==> src/rtl/bullet_pool.sv <==
// rtl/bullet_pool.sv - fixed-slot projectile pool: spawn, travel, hit and exit per frame tick
package GamePkg;
  localparam int PLAYER_X       = 16;
  localparam int PLAYER_Y       = 4;
  localparam int SQUAT_PLAYER_Y = 12;
  localparam int BULLET_X       = 4;
  localparam int BULLET_Y       = 3;
  localparam int MAP_X          = 640;
endpackage

module bullet_pool
  import GamePkg::*;
#(
  parameter int NUM_BULLETS = 4,
  parameter int STEP_X      = 8,
  parameter int COOLDOWN    = 12,
  parameter int DIR         = 0
) (
  input  logic         clk,
  input  logic         rst,
  bullet_pool_if.slave bus
);
  localparam int HW = $clog2(NUM_BULLETS + 1);
  localparam int CW = (COOLDOWN < 1) ? 1 : $clog2(COOLDOWN + 1);

  localparam logic signed [11:0] STEP12 = 12'(STEP_X);
  localparam logic signed [11:0] PX12   = 12'(PLAYER_X);
  localparam logic signed [11:0] PY12   = 12'(PLAYER_Y);
  localparam logic signed [11:0] SQY12  = 12'(SQUAT_PLAYER_Y);
  localparam logic signed [11:0] BX12   = 12'(BULLET_X);
  localparam logic signed [11:0] BY12   = 12'(BULLET_Y);
  localparam logic signed [11:0] EDGE12 = 12'(MAP_X - BULLET_X);
  localparam logic signed [10:0] SPAWN11 = 11'(PLAYER_X + BULLET_X);
  localparam logic [CW-1:0]      COOL_LOAD = CW'(COOLDOWN);

  logic [NUM_BULLETS-1:0] isE_q, isE_d;
  logic signed [10:0]     x_q [NUM_BULLETS];
  logic signed [10:0]     x_d [NUM_BULLETS];
  logic signed [9:0]      y_q [NUM_BULLETS];
  logic signed [9:0]      y_d [NUM_BULLETS];
  logic [CW-1:0]          cool_q, cool_d;
  logic                   isHit_q, isHit_d;
  logic [HW-1:0]          hitCnt_q, hitCnt_d;

  logic signed [11:0]     x_new [NUM_BULLETS];
  logic [NUM_BULLETS-1:0] hit, kill, free_slots, spawn_oh;
  logic signed [11:0]     target_y, x_enemy;
  logic signed [10:0]     spawn_x;
  logic                   fire;

  // Hit and exit tests run on the already-moved 12-bit position of every live slot.
  always_comb begin : hit_test
    logic signed [11:0] x_cur;
    logic signed [11:0] dy;
    x_cur    = '0;
    dy       = '0;
    hit      = '0;
    kill     = '0;
    x_enemy  = {bus.xEnemy[10], bus.xEnemy};
    target_y = {{2{bus.yEnemy[9]}}, bus.yEnemy} + (bus.isQ ? SQY12 : PY12);
    for (int i = 0; i < NUM_BULLETS; i++) begin
      x_cur    = {x_q[i][10], x_q[i]};
      x_new[i] = (DIR == 0) ? x_cur + STEP12 : x_cur - STEP12;
      dy       = {{2{y_q[i][9]}}, y_q[i]} - target_y;
      if (isE_q[i]) begin
        if ((dy <= BY12) && (dy >= -BY12) &&
            ((DIR == 0) ? (x_new[i] + BX12 > x_enemy - PX12)
                        : (x_new[i] - BX12 < x_enemy + PX12)))
          hit[i] = 1'b1;
        if (hit[i] || ((DIR == 0) ? (x_new[i] > EDGE12) : (x_new[i] < BX12)))
          kill[i] = 1'b1;
      end
    end
  end

  // Spawn picks from the registered alive flags, so a slot freed this tick stays empty until the next one.
  always_comb begin
    free_slots = ~isE_q;
    spawn_oh   = free_slots & ((~free_slots) + NUM_BULLETS'(1));
    fire       = bus.tick && bus.attack && !bus.defend && (cool_q == '0) && (|free_slots);
    spawn_x    = (DIR == 0) ? bus.xPlayer + SPAWN11 : bus.xPlayer - SPAWN11;
  end

  always_comb begin
    isE_d    = isE_q;
    x_d      = x_q;
    y_d      = y_q;
    cool_d   = cool_q;
    isHit_d  = 1'b0;
    hitCnt_d = '0;
    if (bus.tick) begin
      isE_d = isE_q & ~kill;
      for (int i = 0; i < NUM_BULLETS; i++) begin
        if (isE_q[i])
          x_d[i] = x_new[i][10:0];
        if (fire && spawn_oh[i]) begin
          isE_d[i] = 1'b1;
          x_d[i]   = spawn_x;
          y_d[i]   = bus.yPlayer;
        end
        hitCnt_d = hitCnt_d + HW'(hit[i]);
      end
      if (fire)
        cool_d = COOL_LOAD;
      else if (cool_q != '0)
        cool_d = cool_q - CW'(1);
      isHit_d = |hit;
    end
  end

  always_ff @(posedge clk) begin
    if (rst) begin
      isE_q    <= '0;
      cool_q   <= '0;
      isHit_q  <= 1'b0;
      hitCnt_q <= '0;
      for (int i = 0; i < NUM_BULLETS; i++) begin
        x_q[i] <= '0;
        y_q[i] <= '0;
      end
    end else begin
      isE_q    <= isE_d;
      x_q      <= x_d;
      y_q      <= y_d;
      cool_q   <= cool_d;
      isHit_q  <= isHit_d;
      hitCnt_q <= hitCnt_d;
    end
  end

  for (genvar g = 0; g < NUM_BULLETS; g++) begin : g_out
    assign bus.x[g*11 +: 11] = x_q[g];
    assign bus.y[g*10 +: 10] = y_q[g];
  end

  assign bus.isE    = isE_q;
  assign bus.isHit  = isHit_q;
  assign bus.hitCnt = hitCnt_q;
  assign bus.ready  = (cool_q == '0) && (|(~isE_q));
endmodule

==> src/rtl/bullet_pool_if.sv <==
// rtl/bullet_pool_if.sv - fire request, target and per-slot bullet state bundle for bullet_pool
interface bullet_pool_if #(
  parameter int NUM_BULLETS = 4
) ();
  localparam int HW = $clog2(NUM_BULLETS + 1);

  logic                     tick;
  logic                     attack;
  logic                     defend;
  logic signed [10:0]       xPlayer;
  logic signed [9:0]        yPlayer;
  logic signed [10:0]       xEnemy;
  logic signed [9:0]        yEnemy;
  logic                     isQ;
  logic [NUM_BULLETS*11-1:0] x;
  logic [NUM_BULLETS*10-1:0] y;
  logic [NUM_BULLETS-1:0]   isE;
  logic                     isHit;
  logic [HW-1:0]            hitCnt;
  logic                     ready;

  modport slave (
    input  tick, attack, defend, xPlayer, yPlayer, xEnemy, yEnemy, isQ,
    output x, y, isE, isHit, hitCnt, ready
  );

  modport master (
    output tick, attack, defend, xPlayer, yPlayer, xEnemy, yEnemy, isQ,
    input  x, y, isE, isHit, hitCnt, ready
  );
endinterface

==> src/flat_wrapper.sv <==
// flat-port wrapper written by rule: the top's interface ports become plain ports
module bullet_pool_flat import GamePkg::*;
#(
  parameter int NUM_BULLETS = 4,
  parameter int STEP_X      = 8,
  parameter int COOLDOWN    = 12,
  parameter int DIR         = 0
)
  (clk, rst, bus_tick, bus_attack, bus_defend, bus_xPlayer, bus_yPlayer, bus_xEnemy, bus_yEnemy, bus_isQ, bus_x, bus_y, bus_isE, bus_isHit, bus_hitCnt, bus_ready);
  bullet_pool_if #(.NUM_BULLETS(NUM_BULLETS)) bus_i ();
  input  logic clk;
  input  logic rst;
  input wire logic [$bits(bus_i.tick)-1:0] bus_tick;
  input wire logic [$bits(bus_i.attack)-1:0] bus_attack;
  input wire logic [$bits(bus_i.defend)-1:0] bus_defend;
  input wire logic [$bits(bus_i.xPlayer)-1:0] bus_xPlayer;
  input wire logic [$bits(bus_i.yPlayer)-1:0] bus_yPlayer;
  input wire logic [$bits(bus_i.xEnemy)-1:0] bus_xEnemy;
  input wire logic [$bits(bus_i.yEnemy)-1:0] bus_yEnemy;
  input wire logic [$bits(bus_i.isQ)-1:0] bus_isQ;
  output wire logic [$bits(bus_i.x)-1:0] bus_x;
  output wire logic [$bits(bus_i.y)-1:0] bus_y;
  output wire logic [$bits(bus_i.isE)-1:0] bus_isE;
  output wire logic [$bits(bus_i.isHit)-1:0] bus_isHit;
  output wire logic [$bits(bus_i.hitCnt)-1:0] bus_hitCnt;
  output wire logic [$bits(bus_i.ready)-1:0] bus_ready;
  assign bus_i.tick = bus_tick;
  assign bus_i.attack = bus_attack;
  assign bus_i.defend = bus_defend;
  assign bus_i.xPlayer = bus_xPlayer;
  assign bus_i.yPlayer = bus_yPlayer;
  assign bus_i.xEnemy = bus_xEnemy;
  assign bus_i.yEnemy = bus_yEnemy;
  assign bus_i.isQ = bus_isQ;
  assign bus_x = bus_i.x;
  assign bus_y = bus_i.y;
  assign bus_isE = bus_i.isE;
  assign bus_isHit = bus_i.isHit;
  assign bus_hitCnt = bus_i.hitCnt;
  assign bus_ready = bus_i.ready;
  bullet_pool #(.NUM_BULLETS(NUM_BULLETS), .STEP_X(STEP_X), .COOLDOWN(COOLDOWN), .DIR(DIR)) u_core (.clk(clk), .rst(rst), .bus(bus_i));
endmodule
==> config.mk <==
export PLATFORM = sky130hd
export DESIGN_NAME = bullet_pool_flat
export DESIGN_NICKNAME = d
export VERILOG_FILES = /design/src/rtl/bullet_pool.sv /design/src/rtl/bullet_pool_if.sv /design/src/flat_wrapper.sv
export SDC_FILE = /design/constraint.sdc
export NUM_CORES = 1
export LEC_CHECK = 0
export ABC_AREA = 1
export CORE_MARGIN = 2
export CORE_UTILIZATION = 50
export DETAILED_ROUTE_END_ITERATION = 8
export GPL_ROUTABILITY_DRIVEN = 0
export PLACE_DENSITY = 0.81
export SLEW_MARGIN = 30
export SYNTH_ARGS = -nofsm -noshare
export SYNTH_HDL_FRONTEND = slang
export SYNTH_SLANG_ARGS = --single-unit
==> constraint.sdc <==
create_clock -name clk -period 4.5 [get_ports clk]
set_input_delay 0.9 -clock clk [delete_from_list [all_inputs] [get_ports clk]]
set_output_delay 0.9 -clock clk [all_outputs]
set_load 0.01 [all_outputs]
======== Word-level counts from Yosys, hierarchy flattened ========
Index checks and enable logic that the tools add are counted.
storage, ports and cells
  flip-flop bits (word level) ............. 96
  input port bits ......................... 48
  logic and storage cells ................. 130
cells by class
  add/sub/neg operators ................... 20
  order comparisons ....................... 16
  multiplexer cells ....................... 35
  bitwise logic cells ..................... 6
  reduce and logical (&&, ||, !) cells .... 41
operators with widths
  operator                                                             number
  two-way mux 11 bit                                                   8
  adder 11 x 5 -> 12 bit (second input constant)                       4
  adder 12 x 4 -> 12 bit (second input constant)                       4
  greater-or-equal comparator 12 x 3 -> 1 bit (second input constant)  4
  greater-than comparator 12 x 11 -> 1 bit (second input constant)     4
  greater-than comparator 12 bit                                       4
  less-or-equal comparator 12 x 3 -> 1 bit (second input constant)     4
  subtractor 12 bit                                                    4
  two-way mux 1 bit                                                    24
  AND reduction 2 bit                                                  9
  logical AND 1 bit                                                    17
  adder 12 bit                                                         1
  two-way mux 4 bit                                                    3
  inverter 4 bit                                                       3
  subtractor 11 x 6 -> 12 bit (second input constant)                  1
  adder 11 x 6 -> 11 bit (second input constant)                       1
  nonzero test 2 bit                                                   5
  AND 4 bit                                                            2
  OR reduction 4 bit                                                   2
  adder 3 x 1 -> 3 bit                                                 2
  adder 4 x 1 -> 4 bit (second input constant)                         1
  zero test 4 bit                                                      1
  logical OR 1 bit                                                     4
  nonzero test 4 bit                                                   1
  other kinds (5)                                                      5

======== Longest topological paths before layout ========
Gate-level depths: netlist of the first run.
  depth after elaboration ................. 14
  mapped depth ............................ 29
  mapped depth without buffers ............ 29

======== Worst setup path after synthesis of the first run ========
Ideal clock, no wire load.
  path kind ............................... input-to-reg
  from .................................... input bus_isQ
  to ...................................... register u_core.hitCnt_q[1] (netlist: u_core.bus.hitCnt[1])
  library setup time ...................... 0.112 ns
  arrival ................................. 4.134 ns
  data required time ...................... 4.388 ns
  slack ................................... 0.254 ns
  cell stages on the path ................. 26
  buffers on the path ..................... 0
  cells stage by stage .................... fa_1 > xnor2_1 > ha_1 > nand2_1 > nor2_1 > nand2_1 > nand3_1 > nand3_2 > nand2_1 > nand2_1 > nand2_1 > nand2_1 > nand2_1 > nor2_1 > nand3_1 > nand2_1 > nand3_2 > nor2_1 > inv_1 > ha_1 > inv_1 > fa_1 > inv_1 > ha_1 > inv_1 > nor2_1
on the way
  cells in the longest elaborated chain, start to end .. 12
RTL lines
  what                                                                                                            RTL line            source
  from (decl)                                                                                                     flat_wrapper.sv:20  input wire logic [$bits(bus_i.isQ)-1:0] bus_isQ;
  two-way mux 4 bit (*)                                                                                           bullet_pool.sv:60   target_y = {{2{bus.yEnemy[9]}}, bus.yEnemy} + (bus.isQ ? SQY12 : PY12);
  adder 12 bit (*)                                                                                                bullet_pool.sv:60
  subtractor 12 bit                                                                                               bullet_pool.sv:64   dy = {{2{y_q[i][9]}}, y_q[i]} - target_y;
  less-or-equal comparator 12 x 3 -> 1 bit / greater-or-equal comparator 12 x 3 -> 1 bit (equally long branches)  bullet_pool.sv:66   if ((dy <= BY12) && (dy >= -BY12) &&
  logical AND 1 bit (2 in a row)                                                                                  bullet_pool.sv:66
  two-way mux 1 bit                                                                                               bullet_pool.sv:66
  two-way mux 1 bit (2 in a row)                                                                                  bullet_pool.sv:65   if (isE_q[i]) begin
  adder 1 x 1 -> 2 bit                                                                                            bullet_pool.sv:101  hitCnt_d = hitCnt_d + HW'(hit[i]);
  adder 3 x 1 -> 3 bit                                                                                            bullet_pool.sv:101
  adder 3 x 1 -> 3 bit (*)                                                                                        bullet_pool.sv:101
  to (signal assigned)                                                                                            bullet_pool.sv:127  hitCnt_q <= hitCnt_d;
  to (decl)                                                                                                       bullet_pool.sv:43   logic [HW-1:0] hitCnt_q, hitCnt_d;
Every way passes the cells marked *; elsewhere a longest branch is shown, timed or not. The select of a mux whose other input is x is not followed.
A chain may end at the register's enable or synchronous reset.

======== Worst setup path after layout of the first run ========
  from .................................... input bus_yEnemy[3]
  to ...................................... register u_core.hitCnt_q[1] (netlist: u_core.bus.hitCnt[1])
on the way
  cells in the longest elaborated chain, start to end .. 11
RTL lines
  what                                                                                                            RTL line            source
  from (decl)                                                                                                     flat_wrapper.sv:19  input wire logic [$bits(bus_i.yEnemy)-1:0] bus_yEnemy;
  adder 12 bit (*)                                                                                                bullet_pool.sv:60
  subtractor 12 bit                                                                                               bullet_pool.sv:64
  less-or-equal comparator 12 x 3 -> 1 bit / greater-or-equal comparator 12 x 3 -> 1 bit (equally long branches)  bullet_pool.sv:66
  logical AND 1 bit (2 in a row)                                                                                  bullet_pool.sv:66
  two-way mux 1 bit                                                                                               bullet_pool.sv:66
  two-way mux 1 bit (2 in a row)                                                                                  bullet_pool.sv:65
  adder 1 x 1 -> 2 bit                                                                                            bullet_pool.sv:101
  adder 3 x 1 -> 3 bit                                                                                            bullet_pool.sv:101
  adder 3 x 1 -> 3 bit (*)                                                                                        bullet_pool.sv:101
Marked as above.

==> reports/qor.log, run 1 <==
INFO  placed_design  place.detailed.instances=1884
INFO  worst_setup_path worst_ep_required_time=4.76ns
INFO  detailed_routing drt_pre_antenna_iters=6
INFO  cells_and_area final_cells=1902
INFO  logic_synthesis netlist_top_cells_count=nand2_1, inv_1, nor2_1
INFO  power_and_ir_drop cellLeakagePower=5.66nW
INFO  logic_synthesis post_synth_main_area_contributors=dfxtp_1, nand2_1, ha_1
INFO  sta            final-hold-violation-count=0
INFO  cells_and_area final_nets=1817
INFO  worst_hold_path hp-class=reg -> reg
INFO  logic_synthesis post_synth_instance_area=9090um^2
INFO  logic_synthesis synth-seq-area-share=21.1%
INFO  logic_synthesis post_synth_edffs=0
INFO  clock_network  numClockSinks=96
INFO  floorplan      floorplan.core_area=17900um^2
INFO  worst_setup_path cp-end-kind=flop
INFO  detailed_routing detail_route.wl_per_cell=15.8um
INFO  clock_network  clkLatencyLatePin=0.37ns
INFO  worst_setup_path worstSetupStartpointType=primary input
INFO  worst_setup_path arrival=4.53ns
INFO  logic_synthesis synth.mux.area_fraction=0%
INFO  logic_synthesis avgSynthCellArea=6.25um^2
INFO  power_and_ir_drop max-vdd-ir-drop=0.240mV
INFO  logic_synthesis synth_compound_area_share=16.1%
INFO  worst_setup_path slowest_stage=fa_2
INFO  sta            post-route-period-util=95.1%
INFO  logic_synthesis netlist-cell-type-count=46
INFO  clock_network  clock_tree.root_cell=clkbuf_16
INFO  worst_setup_path cpLargestDelayFamily=adder cells
INFO  worst_setup_path worstSetupPathType=in -> reg
INFO  detailed_routing drt-total-wl=30100um
INFO  floorplan      start_util=50.8%
INFO  floorplan      floorplan.die_area=19300um^2
INFO  logic_synthesis synth_area_in_adders=14.4%
INFO  power_and_ir_drop pwr_density_cell=235nW/um^2
INFO  placed_design  dp_hpwl=23400um
INFO  worst_setup_path crit_path_max_incr_delay=0.41ns
INFO  cells_and_area layout-drive-gt1-share=10.5%
INFO  logic_synthesis yosys_register_bits=96
INFO  worst_setup_path timing.critical_path.buf_inv=6
INFO  placed_design  numPortBuffers=140
INFO  cells_and_area antenna_cells_inserted=0
INFO  worst_setup_path cpMostUsedCell=nand2_1
INFO  worst_setup_path crit_cells=27
INFO  grt            grt_pass1_vias=10000
INFO  grt            grt_util_all_layers=30.4%
INFO  clock_network  buffer_depth_of_the_longest_clock_path=2
INFO  worst_setup_path ff2ff_setup_slack=0.50ns
INFO  detailed_routing drt_drc_violations_left=0
INFO  floorplan      placement_rows=49
INFO  grt            wire_length_of_the_first_global_routing_pass=48000um
INFO  grt            grt_remaining_overflow=0
INFO  sta            final.min_clock_period=4.28ns
INFO  logic_synthesis syn_inst=1454
INFO  logic_synthesis xor_and_xnor_area_share_after_synthesis=5.30%
INFO  logic_synthesis simple_gate_portion_of_the_synthesized_area=32.9%
INFO  logic_synthesis mappedNetlistNets=1603
INFO  cells_and_area syn_to_final_growth=29.3%
INFO  logic_synthesis yosys_warnings=0
INFO  floorplan      die_w=139um
INFO  sta            timing.hold.ws=0.470ns
INFO  worst_setup_path worst-path-max-fanout=4
INFO  flow_run       drv.max_cap_violation_count=0
INFO  clock_network  cts.reportedPaths.clkPinSlew=0.07ns
INFO  sta            tns=0ns
INFO  sta            finClkSkew=0.0132ns
INFO  outcome        outcome=finished, final reports clean
INFO  power_and_ir_drop finalPower=0.00277W
INFO  sta            report.final.slew_viol_count=0
INFO  grt            antenna_violations_before_repair=0
INFO  grt            grt_start_max_net_pins=39
INFO  detailed_routing post_route_antenna_net_violation_count=0
INFO  logic_synthesis post-synth-top-area-cell=dfxtp_1
INFO  floorplan      floorplan.die.height=139um
INFO  sta            timing.fmax=0.234GHz
INFO  sta            tightest_slew=0.910ns
INFO  clock_network  tritoncts=built
INFO  worst_hold_path min_path_cells=2
INFO  sta            timing.max_slew.rel_slack=38.9%
INFO  logic_synthesis synth_top_family_by_area=simple AND/OR/NAND/NOR gates
INFO  detailed_routing detail_route.iter0.violations=775
INFO  clock_network  htree_levels=3
INFO  detailed_routing detailroute.via_count=10700
INFO  logic_synthesis yosys.area.top_type_share=21.1%
INFO  logic_synthesis synth-async-reset-ratio=0%
INFO  sta            setup_viol_count_final=0
INFO  logic_synthesis synth_ff_type=dfxtp_1
INFO  detailed_routing avgViaCountPerCell=5.60
INFO  worst_setup_path worstRegToRegCells=26
INFO  logic_synthesis synthMostInstantiatedCell=nand2_1
INFO  clock_network  tritoncts.num_buffers=9
INFO  floorplan      io_pins=141
INFO  clock_network  cts_hold_buffers=0
==> where the power goes <==
group	internal, W	switching [W]
clock network	0.000394	0.000405
registers	0.000899	0.0000566
logic	0.000435	0.000576
total	0.00173	0.00104
==> kinds of logic after synthesis <==
kind of cell,after synthesis
AOI/OAI and AO/OA,267
buffers and inverters,242
and+or+nand+nor,693
DFF,96
xor gates and xnor gates,55
adders and majority gates,101
==> cells in the final DEF, fill, tap and decap left out, drive strengths merged, types with 10 or more instances in the layout <==
cell type	Yosys	routed
nand2	376	376
inv	216	221
nor2	137	137
clkdlybuf4s50	0	136
nand3	126	126
a21oi	122	122
o21ai	100	100
dfxtp	96	96
ha	95	95
buf	8	87
xor2	37	37
nand4	21	21
xnor2	18	18
a221oi	13	13
nor3	12	12
a31oi	11	11
or2	10	10
clkbuf	16	10
==> worst min-delay path: cells and delay by family (launching register included) <==
kind,cells,cell delay [ns]
flip-flops,1,0.31
buffers and inverters,1,0.06
AO/OA/AOI/OAI,1,0.06
==> registers in the layout (all words and copies together), names as in the netlist <==
signal and flops:
u_core.bus.x 44, u_core.bus.hitCnt 3, u_core.cool_q 4, u_core.bus.isE 4, u_core.bus.isHit 1, u_core.bus.y 40
==> layer usage <==
| metal | part of all wire, % | track usage [%] |
|---|---|---|
| met5 | 0 | 0 |
| met4 | 4.4 | 13.9 |
| met3 | 7.9 | 5.42 |
| met2 | 47 | 53.0 |
| met1 | 40 | 36.4 |
==> cell type report <==
type / instances / area, um^2
clock buffers: 9 / 225
clock inverters: 7 / 67.6
fillers: 1606 / 6150
inverters: 218 / 818
multi-input cells: 1116 / 6380
flip-flops and latches: 96 / 1920
well taps: 229 / 287
repair buffers: 227 / 2050
==> path summary, 6_finish.rpt <==
check / end / start
setup / recovery: u_core.bus.hitCnt[1] / bus_yEnemy[3]
hold reg to reg: u_core.cool_q[1] / u_core.cool_q[1]
hold / removal: u_core.cool_q[1] / u_core.cool_q[1]
setup reg to reg: u_core.bus.hitCnt[1] / u_core.bus.x[4]
==> timing repair <==
item,CTS,global route
buffers inserted,0,2
resized for setup,12,22
endpoints found under the setup margin,3,3
pin swaps,4,11
cloned,0,0
==> metrics by stage <==
stage                     utilization (%)  cell area (um^2)  worst slack [ns]
after global routing                 65.6             11800           -0.0281
final                                65.6             11800             0.223
after global placement               63.2             11300            -0.623
after CTS                            65.1             11600            0.0145
after detailed placement             63.2             11300            -0.798
after floorplan                         -              9090             0.254
(Power assumes the default switching activity.)
==> inputs of run 2 (changes only) <==
--- a/config.mk
+++ b/config.mk
@@ -7,10 +7,11 @@
 export LEC_CHECK = 0
 export ABC_AREA = 1
 export CORE_MARGIN = 2
-export CORE_UTILIZATION = 50
+export CORE_UTILIZATION = 55
 export DETAILED_ROUTE_END_ITERATION = 8
+export DONT_BUFFER_PORTS = 1
 export GPL_ROUTABILITY_DRIVEN = 0
-export PLACE_DENSITY = 0.81
+export PLACE_DENSITY = 0.76
 export SLEW_MARGIN = 30
 export SYNTH_ARGS = -nofsm -noshare
 export SYNTH_HDL_FRONTEND = slang
==> run 2 against run 1 <==
- hold slack gained 0.025 ns
- count of clock-buffer cells in the layout is the same
- clock power shrank 2%
- sequential share of layout area grew 3.5 points
- critical endpoint unchanged
- highest routed layer unchanged
==> reports/qor.log, run 2 (same netlist as run 1, synthesis figures left out) <==
INFO  grt            wire_length_of_the_first_global_routing_pass=44000um
INFO  detailed_routing routed_length_on_met1=11300um
INFO  cells_and_area layout.cell_area.non_filler=9710um^2
INFO  sta            setup_repair_after_global_routing_missed_its_margin=false
INFO  cells_and_area final_nets=1607
INFO  worst_setup_path arrival=4.39ns
INFO  worst_setup_path worst_ep_required_time=4.76ns
INFO  worst_setup_path worstRegToRegCells=26
INFO  grt            antenna_violations_before_repair=0
INFO  placed_design  numPortBuffers=0
INFO  worst_setup_path ff2ff_setup_slack=0.47ns
INFO  clock_network  clkLatencyLatePin=0.37ns
INFO  worst_setup_path cp-end-kind=flop
INFO  flow_run       drv.max_cap_violation_count=0
INFO  grt            grt_start_max_net_pins=36
INFO  floorplan      floorplan.die_area=17600um^2
INFO  placed_design  place.detailed.instances=1663
INFO  floorplan      placement_rows=46
INFO  clock_network  buffer_depth_of_the_longest_clock_path=2
INFO  floorplan      io_pins=141
INFO  cells_and_area antenna_cells_inserted=0
INFO  worst_setup_path timing.critical_path.to=u_core.bus.hitCnt[1]
INFO  clock_network  tritoncts=built
INFO  grt            grt_remaining_overflow=0
INFO  detailed_routing detail_route.wl_per_cell=16.3um
INFO  worst_setup_path worst-path-max-fanout=4
INFO  grt            grt_pass1_vias=8805
INFO  clock_network  htree_levels=3
INFO  detailed_routing avgViaCountPerCell=5.63
INFO  sta            finClkSkew=0.0136ns
INFO  sta            tightest_slew=0.919ns
INFO  clock_network  tritoncts.num_buffers=9
INFO  detailed_routing met2_length=13000um
INFO  detailed_routing detailroute.via_count=9452
INFO  sta            timing.max_slew.rel_slack=38.4%
INFO  detailed_routing drt_pre_antenna_iters=6
INFO  worst_setup_path worstReg2RegEnd=u_core.bus.hitCnt[1]
INFO  detailed_routing drt_drc_violations_left=0
INFO  detailed_routing drt-total-wl=27400um
INFO  floorplan      die_w=133um
INFO  placed_design  dp_hpwl=21700um
INFO  cells_and_area layout-drive-gt1-share=6.02%
INFO  worst_setup_path worstSetupPathType=in -> reg
INFO  floorplan      floorplan.core_area=16000um^2
INFO  detailed_routing post_route_antenna_net_violation_count=0
INFO  sta            final.min_clock_period=4.13ns
INFO  sta            post-route-period-util=91.9%
INFO  clock_network  numClockSinks=96
INFO  detailed_routing detailroute.wirelength.met3=2090um
INFO  floorplan      floorplan.die.height=133um
INFO  placed_design  place_area=9380um^2
INFO  sta            report.final.slew_viol_count=0
INFO  cells_and_area final_cells=1679
INFO  cells_and_area layout_common_cells=nand2_1, inv_1, nor2_1
INFO  cells_and_area largest_reg_flops=44
INFO  power_and_ir_drop cellLeakagePower=4.81nW
INFO  cells_and_area syn_to_final_growth=6.84%
INFO  worst_setup_path crit-reg2reg-launch=u_core.bus.x[3]
INFO  sta            timing.fmax=0.242GHz
INFO  detailed_routing maxUsedRoutingLayer=met4
INFO  sta            final-hold-violation-count=0
INFO  grt            grt_util_all_layers=31.1%
INFO  outcome        outcome=finished, final reports clean
INFO  power_and_ir_drop max-vdd-ir-drop=0.182mV
INFO  worst_hold_path hp-class=reg -> reg
INFO  floorplan      start_util=56.8%
INFO  clock_network  clock_tree.root_cell=clkbuf_16
INFO  power_and_ir_drop pwr_density_cell=258nW/um^2
INFO  clock_network  cts.reportedPaths.clkPinSlew=0.08ns
INFO  detailed_routing detail_route.iter0.violations=779
INFO  sta            setup_viol_count_final=0
INFO  worst_setup_path worstSetupStartpointType=primary input
INFO  cells_and_area most_common_library_cell_in_the_layout_ignoring_fill_and_taps=nand2_1
INFO  clock_network  cts_setup_buffers=0
INFO  worst_setup_path startpoint_of_the_most_critical_setup_path=bus_isQ
-- run 2: how the worst min path moves through the flow --
stage | from | endpoint | cells after the start | slack, ns
after global routing | u_core.cool_q[1] | u_core.cool_q[1] | 2 | 0.50
after detailed placement | u_core.cool_q[1] | u_core.cool_q[1] | 2 | 0.48
after CTS | u_core.cool_q[1] | u_core.cool_q[1] | 2 | 0.49
after global placement | u_core.cool_q[1] | u_core.cool_q[1] | 2 | 0.46
after floorplan | u_core.cool_q[1] | u_core.cool_q[1] | 2 | 0.44
final | u_core.cool_q[1] | u_core.cool_q[1] | 2 | 0.50
-- run 2: cell type report --
class                      instances  area (um^2)
sequential                        96         1920
clock inverter                     7         60.1
multi-input combinational       1116         6280
fill                            1617         6290
inverter                         218          818
clock buffer                       9          225
timing repair buffer              17          128
tap                              216          270
-- run 2: metal layers --
layer	up-vias	global-route usage [%]
li1	4777	-
met1	4277	37.3
met2	329	53.9
met3	69	6.70
met4	0	12.7
met5	-	0
-- run 2: critical path, cell delays in order --
cell and delay [ns]:
fa_2 0.58, inv_2 0.07, ha_1 0.31, a21oi_1 0.17
nand2_1 0.09, or2_2 0.29, nand2_1 0.06, nand3_1 0.06
nor2_1 0.11, nand2_1 0.05, nor2_1 0.09, nand2_1 0.05
nor2_1 0.08, nand2_1 0.05, nand2_1 0.07, nand3_2 0.07
nor2_1 0.17, inv_1 0.07, ha_1 0.27, inv_1 0.05
fa_1 0.37, inv_1 0.06, ha_1 0.21, inv_1 0.05
nor2_1 0.03
-- run 2: repair_timing --
| action | 4_1_cts | 5_1_grt |
|---|---|---|
| hold buffers | 0 | 0 |
| gates resized for setup | 0 | 9 |
| setup endpoints to repair | 0 | 3 |
| endpoints found under the hold margin | 0 | 0 |
-- run 2: per-stage QoR --
stage          TNS [ns]  hold WS [ns]  util [%]  power (W)  setup WS [ns]
6_report              0         0.496      60.7    0.00251          0.365
3_3_place_gp     -0.112         0.460      58.6    0.00170         -0.105
2_1_floorplan         0         0.445         -    0.00153          0.254
5_1_grt               0         0.505      60.7    0.00265         0.0126
4_1_cts               0         0.494      60.4    0.00249          0.168
3_5_place_dp     -0.338         0.483      58.6    0.00172         -0.208
-- run 2: where the power goes --
part	internal [W]	switching, W	total [W]	leakage, nW
clock network	0.000389	0.000396	0.000785	0.144
registers	0.000900	0.0000799	0.000980	0.776
logic	0.000267	0.000474	0.000741	3.89
total	0.00156	0.000951	0.00251	4.81
